[src/rtl/reg_writeback_pkg.sv]
// reg_writeback_pkg: shared constants for the register write-back slice.
//   WIDTH / NREG / AW  : data width, register count, register address width
//   RD_*               : RegDst encodings (destination select)
//   WD_*               : WrRegDSrc encodings (write-data select)
//   RA_ADDR            : link register used by jal
package reg_writeback_pkg;

  localparam int WIDTH = 32;
  localparam int NREG  = 32;
  localparam int AW    = 5;

  localparam logic [1:0] RD_RT  = 2'b00;
  localparam logic [1:0] RD_RD  = 2'b01;
  localparam logic [1:0] RD_RA  = 2'b10;
  localparam logic [1:0] RD_RSV = 2'b11;

  localparam logic [1:0] WD_ALU = 2'b00;
  localparam logic [1:0] WD_MEM = 2'b01;
  localparam logic [1:0] WD_PC4 = 2'b10;
  localparam logic [1:0] WD_RSV = 2'b11;

  localparam logic [AW-1:0] RA_ADDR = 5'd31;

endpackage

[src/rtl/reg_writeback_if.sv]
// reg_writeback_if: bundles the operand-read, result-capture and write-back
// control signals of the write-back block.
//   master : control unit / datapath side (drives addresses, data, enables)
//   slave  : reg_writeback side (returns read data and resolved write-back)
interface reg_writeback_if #(
  parameter int WIDTH = reg_writeback_pkg::WIDTH
) ();
  import reg_writeback_pkg::*;

  logic [AW-1:0]    ReadReg1;
  logic [AW-1:0]    ReadReg2;
  logic [WIDTH-1:0] ReadData1;
  logic [WIDTH-1:0] ReadData2;
  logic [AW-1:0]    rt;
  logic [AW-1:0]    rd;
  logic [1:0]       RegDst;
  logic [WIDTH-1:0] ALUResult;
  logic [WIDTH-1:0] MemData;
  logic [WIDTH-1:0] PC4;
  logic             ALUoutLd;
  logic             DBDRLd;
  logic [1:0]       WrRegDSrc;
  logic             RegWre;
  logic [AW-1:0]    WriteReg;
  logic [WIDTH-1:0] WriteData;

  modport master (
    output ReadReg1, ReadReg2, rt, rd, RegDst, ALUResult, MemData, PC4,
           ALUoutLd, DBDRLd, WrRegDSrc, RegWre,
    input  ReadData1, ReadData2, WriteReg, WriteData
  );

  modport slave (
    input  ReadReg1, ReadReg2, rt, rd, RegDst, ALUResult, MemData, PC4,
           ALUoutLd, DBDRLd, WrRegDSrc, RegWre,
    output ReadData1, ReadData2, WriteReg, WriteData
  );

endinterface

[src/rtl/reg_writeback_reg_file.sv]
// reg_file: NREG x WIDTH register file, two combinational read ports and one
// synchronous write port. Address 0 has no storage and always reads 0; writes
// to it are dropped. With BYPASS!=0 a write presented this cycle is forwarded
// to any read port addressing the same register.
//   clk, rst         : clock, asynchronous active-high clear
//   we, waddr, wdata : write port (we is already fully qualified by the caller)
//   raddr1/rdata1    : read port 1
//   raddr2/rdata2    : read port 2
module reg_file #(
  parameter int WIDTH  = reg_writeback_pkg::WIDTH,
  parameter int NREG   = reg_writeback_pkg::NREG,
  parameter int BYPASS = 1,
  parameter int AW     = reg_writeback_pkg::AW
) (
  input  logic             clk,
  input  logic             rst,
  input  logic             we,
  input  logic [AW-1:0]    waddr,
  input  logic [WIDTH-1:0] wdata,
  input  logic [AW-1:0]    raddr1,
  input  logic [AW-1:0]    raddr2,
  output logic [WIDTH-1:0] rdata1,
  output logic [WIDTH-1:0] rdata2
);

  // Entries 1..NREG-1 only; $0 is hard-wired.
  logic [WIDTH-1:0] regs_r [1:NREG-1];

  // Register storage: cleared by reset, written on the rising edge
  always_ff @(posedge clk or posedge rst) begin
    if (rst) begin
      for (int i = 1; i < NREG; i++) begin
        regs_r[i] <= {WIDTH{1'b0}};
      end
    end else if (we && (waddr != {AW{1'b0}})) begin
      regs_r[waddr] <= wdata;
    end
  end

  // Read port 1: $0 forced to zero, then optional same-cycle forwarding
  always_comb begin
    rdata1 = {WIDTH{1'b0}};
    if (raddr1 == {AW{1'b0}}) begin
      rdata1 = {WIDTH{1'b0}};
    end else if ((BYPASS != 0) && we && (raddr1 == waddr)) begin
      rdata1 = wdata;
    end else begin
      rdata1 = regs_r[raddr1];
    end
  end

  // Read port 2: same rules as port 1
  always_comb begin
    rdata2 = {WIDTH{1'b0}};
    if (raddr2 == {AW{1'b0}}) begin
      rdata2 = {WIDTH{1'b0}};
    end else if ((BYPASS != 0) && we && (raddr2 == waddr)) begin
      rdata2 = wdata;
    end else begin
      rdata2 = regs_r[raddr2];
    end
  end

endmodule

[src/rtl/reg_writeback.sv]
// reg_writeback: write-back end of the multicycle datapath.
//   CLK, Reset : clock, asynchronous active-high clear of all state
//   bus        : reg_writeback_if.slave
//     ReadReg1/2 -> ReadData1/2   operand reads (combinational)
//     ALUResult/ALUoutLd          captured into ALUoutDR
//     MemData/DBDRLd              captured into DBDR
//     rt, rd, RegDst              destination select -> WriteReg
//     WrRegDSrc, PC4              write-data select  -> WriteData
//     RegWre                      register-file write enable
// A write is qualified only when RegWre=1, the destination is not $0 and
// neither select uses its reserved encoding. Because the holding registers
// update on the same edge as the register file, a write-back always uses the
// pre-edge ALUoutDR/DBDR contents.
module reg_writeback #(
  parameter int WIDTH  = reg_writeback_pkg::WIDTH,
  parameter int NREG   = reg_writeback_pkg::NREG,
  parameter int BYPASS = 1
) (
  input  logic           CLK,
  input  logic           Reset,
  reg_writeback_if.slave bus
);
  import reg_writeback_pkg::*;

  logic [WIDTH-1:0] alu_out_dr_r;
  logic [WIDTH-1:0] dbdr_r;
  logic [AW-1:0]    write_reg_s;
  logic [WIDTH-1:0] write_data_s;
  logic             write_en_s;

  // Result holding registers (ALUoutDR, DBDR) with independent load enables
  always_ff @(posedge CLK or posedge Reset) begin
    if (Reset) begin
      alu_out_dr_r <= {WIDTH{1'b0}};
      dbdr_r       <= {WIDTH{1'b0}};
    end else begin
      if (bus.ALUoutLd) begin
        alu_out_dr_r <= bus.ALUResult;
      end
      if (bus.DBDRLd) begin
        dbdr_r <= bus.MemData;
      end
    end
  end

  // Destination register select
  always_comb begin
    write_reg_s = {AW{1'b0}};
    case (bus.RegDst)
      RD_RT:   write_reg_s = bus.rt;
      RD_RD:   write_reg_s = bus.rd;
      RD_RA:   write_reg_s = RA_ADDR;
      default: write_reg_s = {AW{1'b0}};
    endcase
  end

  // Write-data select; held at zero while Reset is asserted so that the
  // debug output and any forwarded read also show the cleared state
  always_comb begin
    write_data_s = {WIDTH{1'b0}};
    if (Reset) begin
      write_data_s = {WIDTH{1'b0}};
    end else begin
      case (bus.WrRegDSrc)
        WD_ALU:  write_data_s = alu_out_dr_r;
        WD_MEM:  write_data_s = dbdr_r;
        WD_PC4:  write_data_s = bus.PC4;
        default: write_data_s = {WIDTH{1'b0}};
      endcase
    end
  end

  // Write qualification: reserved selects and $0 never write, reset wins
  always_comb begin
    write_en_s = 1'b0;
    if (!Reset && bus.RegWre && (write_reg_s != {AW{1'b0}}) &&
        (bus.RegDst != RD_RSV) && (bus.WrRegDSrc != WD_RSV)) begin
      write_en_s = 1'b1;
    end else begin
      write_en_s = 1'b0;
    end
  end

  reg_file #(
    .WIDTH  (WIDTH),
    .NREG   (NREG),
    .BYPASS (BYPASS),
    .AW     (AW)
  ) u_reg_file (
    .clk    (CLK),
    .rst    (Reset),
    .we     (write_en_s),
    .waddr  (write_reg_s),
    .wdata  (write_data_s),
    .raddr1 (bus.ReadReg1),
    .raddr2 (bus.ReadReg2),
    .rdata1 (bus.ReadData1),
    .rdata2 (bus.ReadData2)
  );

  assign bus.WriteReg  = write_reg_s;
  assign bus.WriteData = write_data_s;

endmodule

[src/flat_wrapper.sv]
// flat-port wrapper written by rule: the top's interface ports become plain ports
module reg_writeback_flat import reg_writeback_pkg::*;
#(
  parameter int WIDTH  = reg_writeback_pkg::WIDTH,
  parameter int NREG   = reg_writeback_pkg::NREG,
  parameter int BYPASS = 1
)
  (CLK, Reset, bus_ReadReg1, bus_ReadReg2, bus_rt, bus_rd, bus_RegDst, bus_ALUResult, bus_MemData, bus_PC4, bus_ALUoutLd, bus_DBDRLd, bus_WrRegDSrc, bus_RegWre, bus_ReadData1, bus_ReadData2, bus_WriteReg, bus_WriteData);
  reg_writeback_if #(.WIDTH(WIDTH)) bus_i ();
  input  logic CLK;
  input  logic Reset;
  input wire logic [$bits(bus_i.ReadReg1)-1:0] bus_ReadReg1;
  input wire logic [$bits(bus_i.ReadReg2)-1:0] bus_ReadReg2;
  input wire logic [$bits(bus_i.rt)-1:0] bus_rt;
  input wire logic [$bits(bus_i.rd)-1:0] bus_rd;
  input wire logic [$bits(bus_i.RegDst)-1:0] bus_RegDst;
  input wire logic [$bits(bus_i.ALUResult)-1:0] bus_ALUResult;
  input wire logic [$bits(bus_i.MemData)-1:0] bus_MemData;
  input wire logic [$bits(bus_i.PC4)-1:0] bus_PC4;
  input wire logic [$bits(bus_i.ALUoutLd)-1:0] bus_ALUoutLd;
  input wire logic [$bits(bus_i.DBDRLd)-1:0] bus_DBDRLd;
  input wire logic [$bits(bus_i.WrRegDSrc)-1:0] bus_WrRegDSrc;
  input wire logic [$bits(bus_i.RegWre)-1:0] bus_RegWre;
  output wire logic [$bits(bus_i.ReadData1)-1:0] bus_ReadData1;
  output wire logic [$bits(bus_i.ReadData2)-1:0] bus_ReadData2;
  output wire logic [$bits(bus_i.WriteReg)-1:0] bus_WriteReg;
  output wire logic [$bits(bus_i.WriteData)-1:0] bus_WriteData;
  assign bus_i.ReadReg1 = bus_ReadReg1;
  assign bus_i.ReadReg2 = bus_ReadReg2;
  assign bus_i.rt = bus_rt;
  assign bus_i.rd = bus_rd;
  assign bus_i.RegDst = bus_RegDst;
  assign bus_i.ALUResult = bus_ALUResult;
  assign bus_i.MemData = bus_MemData;
  assign bus_i.PC4 = bus_PC4;
  assign bus_i.ALUoutLd = bus_ALUoutLd;
  assign bus_i.DBDRLd = bus_DBDRLd;
  assign bus_i.WrRegDSrc = bus_WrRegDSrc;
  assign bus_i.RegWre = bus_RegWre;
  assign bus_ReadData1 = bus_i.ReadData1;
  assign bus_ReadData2 = bus_i.ReadData2;
  assign bus_WriteReg = bus_i.WriteReg;
  assign bus_WriteData = bus_i.WriteData;
  reg_writeback #(.WIDTH(WIDTH), .NREG(NREG), .BYPASS(BYPASS)) u_core (.CLK(CLK), .Reset(Reset), .bus(bus_i));
endmodule
[config.mk]
export PLATFORM = sky130hd
export DESIGN_NAME = reg_writeback_flat
export DESIGN_NICKNAME = d
export VERILOG_FILES = /design/src/rtl/reg_writeback_pkg.sv /design/src/rtl/reg_writeback_if.sv /design/src/rtl/reg_writeback_reg_file.sv /design/src/rtl/reg_writeback.sv /design/src/flat_wrapper.sv
export SDC_FILE = /design/constraint.sdc
export NUM_CORES = 2
export LEC_CHECK = 0
export BUFFER_PORTS_ARGS = -buffer_cell sky130_fd_sc_hd__clkbuf_2
export CELL_PAD_IN_SITES_DETAIL_PLACEMENT = 1
export CELL_PAD_IN_SITES_GLOBAL_PLACEMENT = 1
export CORE_ASPECT_RATIO = 0.75
export CORE_MARGIN = 1.5
export CORE_UTILIZATION = 30
export DETAILED_ROUTE_END_ITERATION = 8
export PLACE_DENSITY_LB_ADDON = 0.1
export SLEW_MARGIN = 20
export SYNTH_ARGS = -nofsm -noshare
export SYNTH_HDL_FRONTEND = slang
export SYNTH_HIERARCHICAL = 1
export SYNTH_SLANG_ARGS = --single-unit
[constraint.sdc]
create_clock -name CLK -period 50.1 [get_ports CLK]
set_input_delay 15.03 -clock CLK [delete_from_list [all_inputs] [get_ports CLK]]
set_output_delay 15.03 -clock CLK [all_outputs]
set_load 0.02 [all_outputs]
---- Word level (Yosys, flattened, before mapping) ----
Index checks and enable logic that the tools add are counted.
storage, ports and cells
  flip-flop bits (word level) ............. 1056
  output and inout bits ................... 101
  word-level logic and storage cells ...... 79
cells by class
  muxes and demuxes ....................... 17
  equality and inequality tests ........... 8
  order comparisons ....................... 4
  reductions and logical operators ........ 14
  bitwise operators ....................... 3
operators with widths
  cell                  number
  $bwmux W992           1
  $bmux W32 S5          2
  $mux W32              10
  $demux W32 S5         1
  $pmux W32 S3          1
  $ge A6 B6 Y1 const B  3
  $not A5 Y6            3
  $pmux W5 S3           1
  $eq A5 B5 Y1          2
  $logic_not A5 Y1      2
  $logic_and A1 B1 Y1   8
  $lt A6 B1 Y1 const B  1
  $reduce_bool A5 Y1    1
  $eq A2 B1 Y1 const B  2
  $eq A2 B2 Y1 const B  2
  $logic_not A2 Y1      2
  $ne A2 B2 Y1 const B  2
  $logic_not A1 Y1      1
  $mux W1               1

---- Logic depth before layout (Yosys ltp) ----
  word-level depth ........................ 10
  mapped depth ............................ 12
  gate-level depth less buffers ........... 8

---- Cells and area by module ----
Netlist, hierarchy kept.
modules (own cells, without submodules)
  module         times used  cells each  area an instance (µm²)
  reg_file       1           3670        54244.5
  reg_writeback  1           275         3482.1

---- Least setup slack after synthesis ----
Ideal clock, no wire load.
  path type ............................... input -> output
  from .................................... in Reset
  to ...................................... out bus_ReadData1[12]
  path slack .............................. 17.041 ns
  stages on the path ...................... 10
  arrival time ............................ 18.029 ns
  path through ............................ buf_2 -> inv_1 -> nand4_1 -> a31oi_1 -> buf_2 -> nand2_1 -> nor3b_2 -> clkbuf_1 -> nand2_1 -> o21ai_0
on the way
  cells in the longest elaborated chain, start to end .. 9
ends and longest elaborated chain
  item                               line                          source
  start: declaration                 flat_wrapper.sv:11            input logic Reset;
  $logic_not A1 Y1                   reg_writeback.sv:76           if (!Reset && bus.RegWre && (write_reg_s != {AW{1'b0}}) &&
  $logic_and A1 B1 Y1 (3 in series)  reg_writeback.sv:76
  $logic_and A1 B1 Y1                reg_writeback.sv:77           (bus.RegDst != RD_RSV) && (bus.WrRegDSrc != WD_RSV)) begin
  $mux W1                            reg_writeback.sv:76
  net u_core.write_en_s              reg_writeback.sv:29           logic write_en_s;
  $logic_and A1 B1 Y1                reg_writeback_reg_file.sv:45  end else if ((BYPASS != 0) && we && (raddr1 == waddr)) begin
  $mux W32                           reg_writeback_reg_file.sv:45
  $mux W32                           reg_writeback_reg_file.sv:43  if (raddr1 == {AW{1'b0}}) begin
  end: declaration                   flat_wrapper.sv:24            output wire logic [$bits(bus_i.ReadData1)-1:0] bus_ReadData1;
The timed path passes the listed nets, and every way through them passes these cells.

---- Final worst setup path ----
  from .................................... in bus_ReadReg1[1]
  to ...................................... out bus_ReadData1[28]
on the way
  cells in the longest elaborated chain, start to end .. 6
ends and longest elaborated chain
  item                                          line                          source
  start: declaration                            flat_wrapper.sv:12            input wire logic [$bits(bus_i.ReadReg1)-1:0] bus_ReadReg1;
  $not A5 Y6 (implied by the code)              reg_writeback_reg_file.sv:48  rdata1 = regs_r[raddr1];
  $bmux W32 S5                                  reg_writeback_reg_file.sv:48
  $mux W32 (implied by the code) (2 in series)  reg_writeback_reg_file.sv:48
  $mux W32                                      reg_writeback_reg_file.sv:45
  $mux W32 (*)                                  reg_writeback_reg_file.sv:43
Mark *: on every way between the ends. The rest lies on a longest branch, timed or not. The select of a mux whose other input is x is not followed.

==> out/results.ini <==
[outcome]
status=completed

[clock_tree]
htreeDepth=3
post_cts_buffers=0
root_buffer=clkbuf_16
cts-hold-fix-buffers=0
ctsLongestPathBuffers=3
cts_tree=done
cts.clk_slew.worst_paths_ns=0.06
clkLatencyLatePin_ns=0.79
numCtsBuffers=121
clock-sinks=1056
cts_resized=0

[sta]
slew_viol_final=0
final-setup-viol-count=0
rsz0062_at_grt=false
slew_headroom_pct=21.47
setup_tns_ns=0
period_needed_ns=34.33
hold_violations=0
worstMarginPinSlew_ns=1.178
setup_slack_ns=15.77
fin_crit_sh_pct=68.52
fmax_mhz=29.13
finClkSkew_ns=0.02482

[route]
drtIter0Drc=2955
drt-pass1-iter-count=8
vias=38174
avgRoutedWirePerCell_um=36.04
vias_per_cell=5.746
routed_wl_um=239500
drc=0
antenna_left=0

[logic_synthesis]
synth-warning-count=6
syn_avg_cell_area_sq_um=14.63
synth_cells=3945
synth-async-reset-ratio_pct=100.0
synthFlopType=dfrtp_1
synth_area_leaders=dfrtp_1 46%, mux2_2 22%, mux4_2 15%
yosysSeqAreaShare_pct=45.78
synthDistinctLibCells=72
yosys.area.top_type=dfrtp_1
syn_area_sq_um=57730
synth_top_area_share_pct=45.78
syn_nets=4070
synth-edff-count=0
ys_ff_latch=1056

[placement]
port_buffers=225
pre_cts_ws_ns=15.80
dp_hpwl_um=140200
place.gp.congestion=0.7545

[flow_run]
cap_violations=0

[power]
ir_drop_mv=0.02774
powerDensity_nw_per_um2=32.80
leakagePower_uw=0.02981

[floorplanning]
rows=139
core_area_sq_um=191300
io_pins=226
dieWidth_um=509.5
start_util_pct=30.17
die-area_sq_um=195100
die_h_um=382.9

[critical_path]
critPathCaptureType=output pin
cp_max_fo=41
timing_worst_setup_path_type=in2out
arrival_ns=19.30
required_ns=35.07
start_kind=input port

[cells_and_area]
layout-drive-gt1-share_pct=53.07
regArea_sq_um=26430
area_delta_synth_final_pct=13.10
nets=4126
multi_input_area_sq_um=29270
num-fill-cells=19710
most-common-layout-cells=1106 x mux2_2, 1056 x dfrtp_1, 389 x mux4_2
mostFrequentLayoutCell=mux2_2

[grt]
grt_pass1_wl_um=337900
grt_start_max_net_pins=147
grt_antenna_before_repair=15
grt_pass1_vias=39885
overflow=0
grt_use_total_pct=24.56

[worst_hold_path]
hold_class=reg2reg

## registers in the layout, indices dropped and copies added (netlist names)
name	cells
u_core/alu_out_dr_r	32
u_core/dbdr_r	32
u_core/u_reg_file/regs_r	992
## where the power goes
| part | internal [uW] | leakage, uW | switching [uW] |
|---|---|---|---|
| logic | 116 | 0.0133 | 165 |
| registers | 899 | 0.0145 | 35.0 |
| clock network | 534 | 0.00201 | 392 |
| total | 1550 | 0.0298 | 592 |
## stage by stage
| step | instances | hold WS, ns | instance area [sq um] | util (%) | total power (uW) |
|---|---|---|---|---|---|
| final | 6644 | 0.4954 | 65290 | 34.13 | 2141 |
| after CTS | 6640 | 0.4945 | 65280 | 34.12 | 2170 |
| after global placement | 6414 | 0.4734 | 61180 | 31.98 | 1229 |
| after floorplan | 3945 | 0.4574 | 57730 | - | 1128 |
| after detailed placement | 6416 | 0.4800 | 61220 | 32.00 | 1232 |
| after global routing | 6640 | 0.5145 | 65280 | 34.12 | 2225 |
## Yosys cell counts (6+ instances only)
cell,number
o31a_1,12
nand3b_1,8
mux2i_1,152
a211oi_2,18
xnor2_1,6
nor3_1,60
buf_2,122
and2_1,12
o2bb2ai_1,13
mux2_1,34
dfrtp_1,1056
buf_4,61
nand2_1,84
a221oi_1,63
a211oi_1,42
o211ai_1,6
mux4_2,389
buf_1,51
o221ai_1,21
a2bb2oi_1,22
a221oi_2,8
clkbuf_1,149
nor2_1,111
a2bb2oi_2,10
o22ai_1,58
nand3_1,28
nor2b_1,9
buf_6,39
mux2_2,1106
a22o_1,32
a221o_1,13
mux4_1,32
o21ai_0,15
nor2_2,10
## layout make-up
class                           count  share of cell area [%]
Multi-Input combinational cell   2452                   44.83
Tap cell                         2538                   4.864
Antenna cell                        4                 0.01533
Clock buffer                      194                   5.688
Clock inverter                     30                  0.5270
Sequential cell                  1056                   40.47
Timing Repair Buffer              362                   3.538
Inverter                            8                 0.06707
## path summary, 6_finish.rpt
kind,from,endpoint,slack (ns),depth (start not counted)
setup reg to reg,u_core/alu_out_dr_r[27]$_DFFE_PP0P_,u_core/u_reg_file/regs_r[635]$_DFFE_PP0P_,48.07,5
hold / removal,u_core/dbdr_r[1]$_DFFE_PP0P_,u_core/dbdr_r[1]$_DFFE_PP0P_,0.50,1
max in group asynchronous,Reset,u_core/u_reg_file/regs_r[340]$_DFFE_PP0P_,32.02,6
hold reg to reg,u_core/dbdr_r[1]$_DFFE_PP0P_,u_core/dbdr_r[1]$_DFFE_PP0P_,0.50,1
setup / recovery,bus_ReadReg1[1],bus_ReadData1[28],15.77,11
min in group asynchronous,Reset,u_core/dbdr_r[3]$_DFFE_PP0P_,14.39,2
## kinds of logic (layout without fill, tap and decap cells)
group                  Yosys count  count (layout)  share of synthesized area [%]
multiplexers                  1713            1713                          41.51
AO/OA/AOI/OAI                  372             372                          5.475
XOR/XNOR                        10              10                         0.1517
AND/OR/NAND/NOR                357             357                          2.926
other                            0               4                              0
buffers and inverters          437             594                          4.164
flip-flops                    1056            1056                          45.78
## per-layer routing
metal	GRT usage (%)	part of all wire (%)
met1	36.63	48
met2	37.87	45
met3	3.382	4.2
met4	4.877	2.0
met5	0	0.0054
## critical path: stages
cell and delay [ns]:
clkbuf_8 0.27, buf_4 0.41, buf_4 0.37, buf_4 0.39, nor2b_4 0.25, buf_4 0.59, a22oi_1 0.19, o211ai_1 0.28
a21oi_1 0.19, o41ai_1 0.89, clkbuf_2 0.31
No activity file was read; power rests on OpenSTA's default activity.
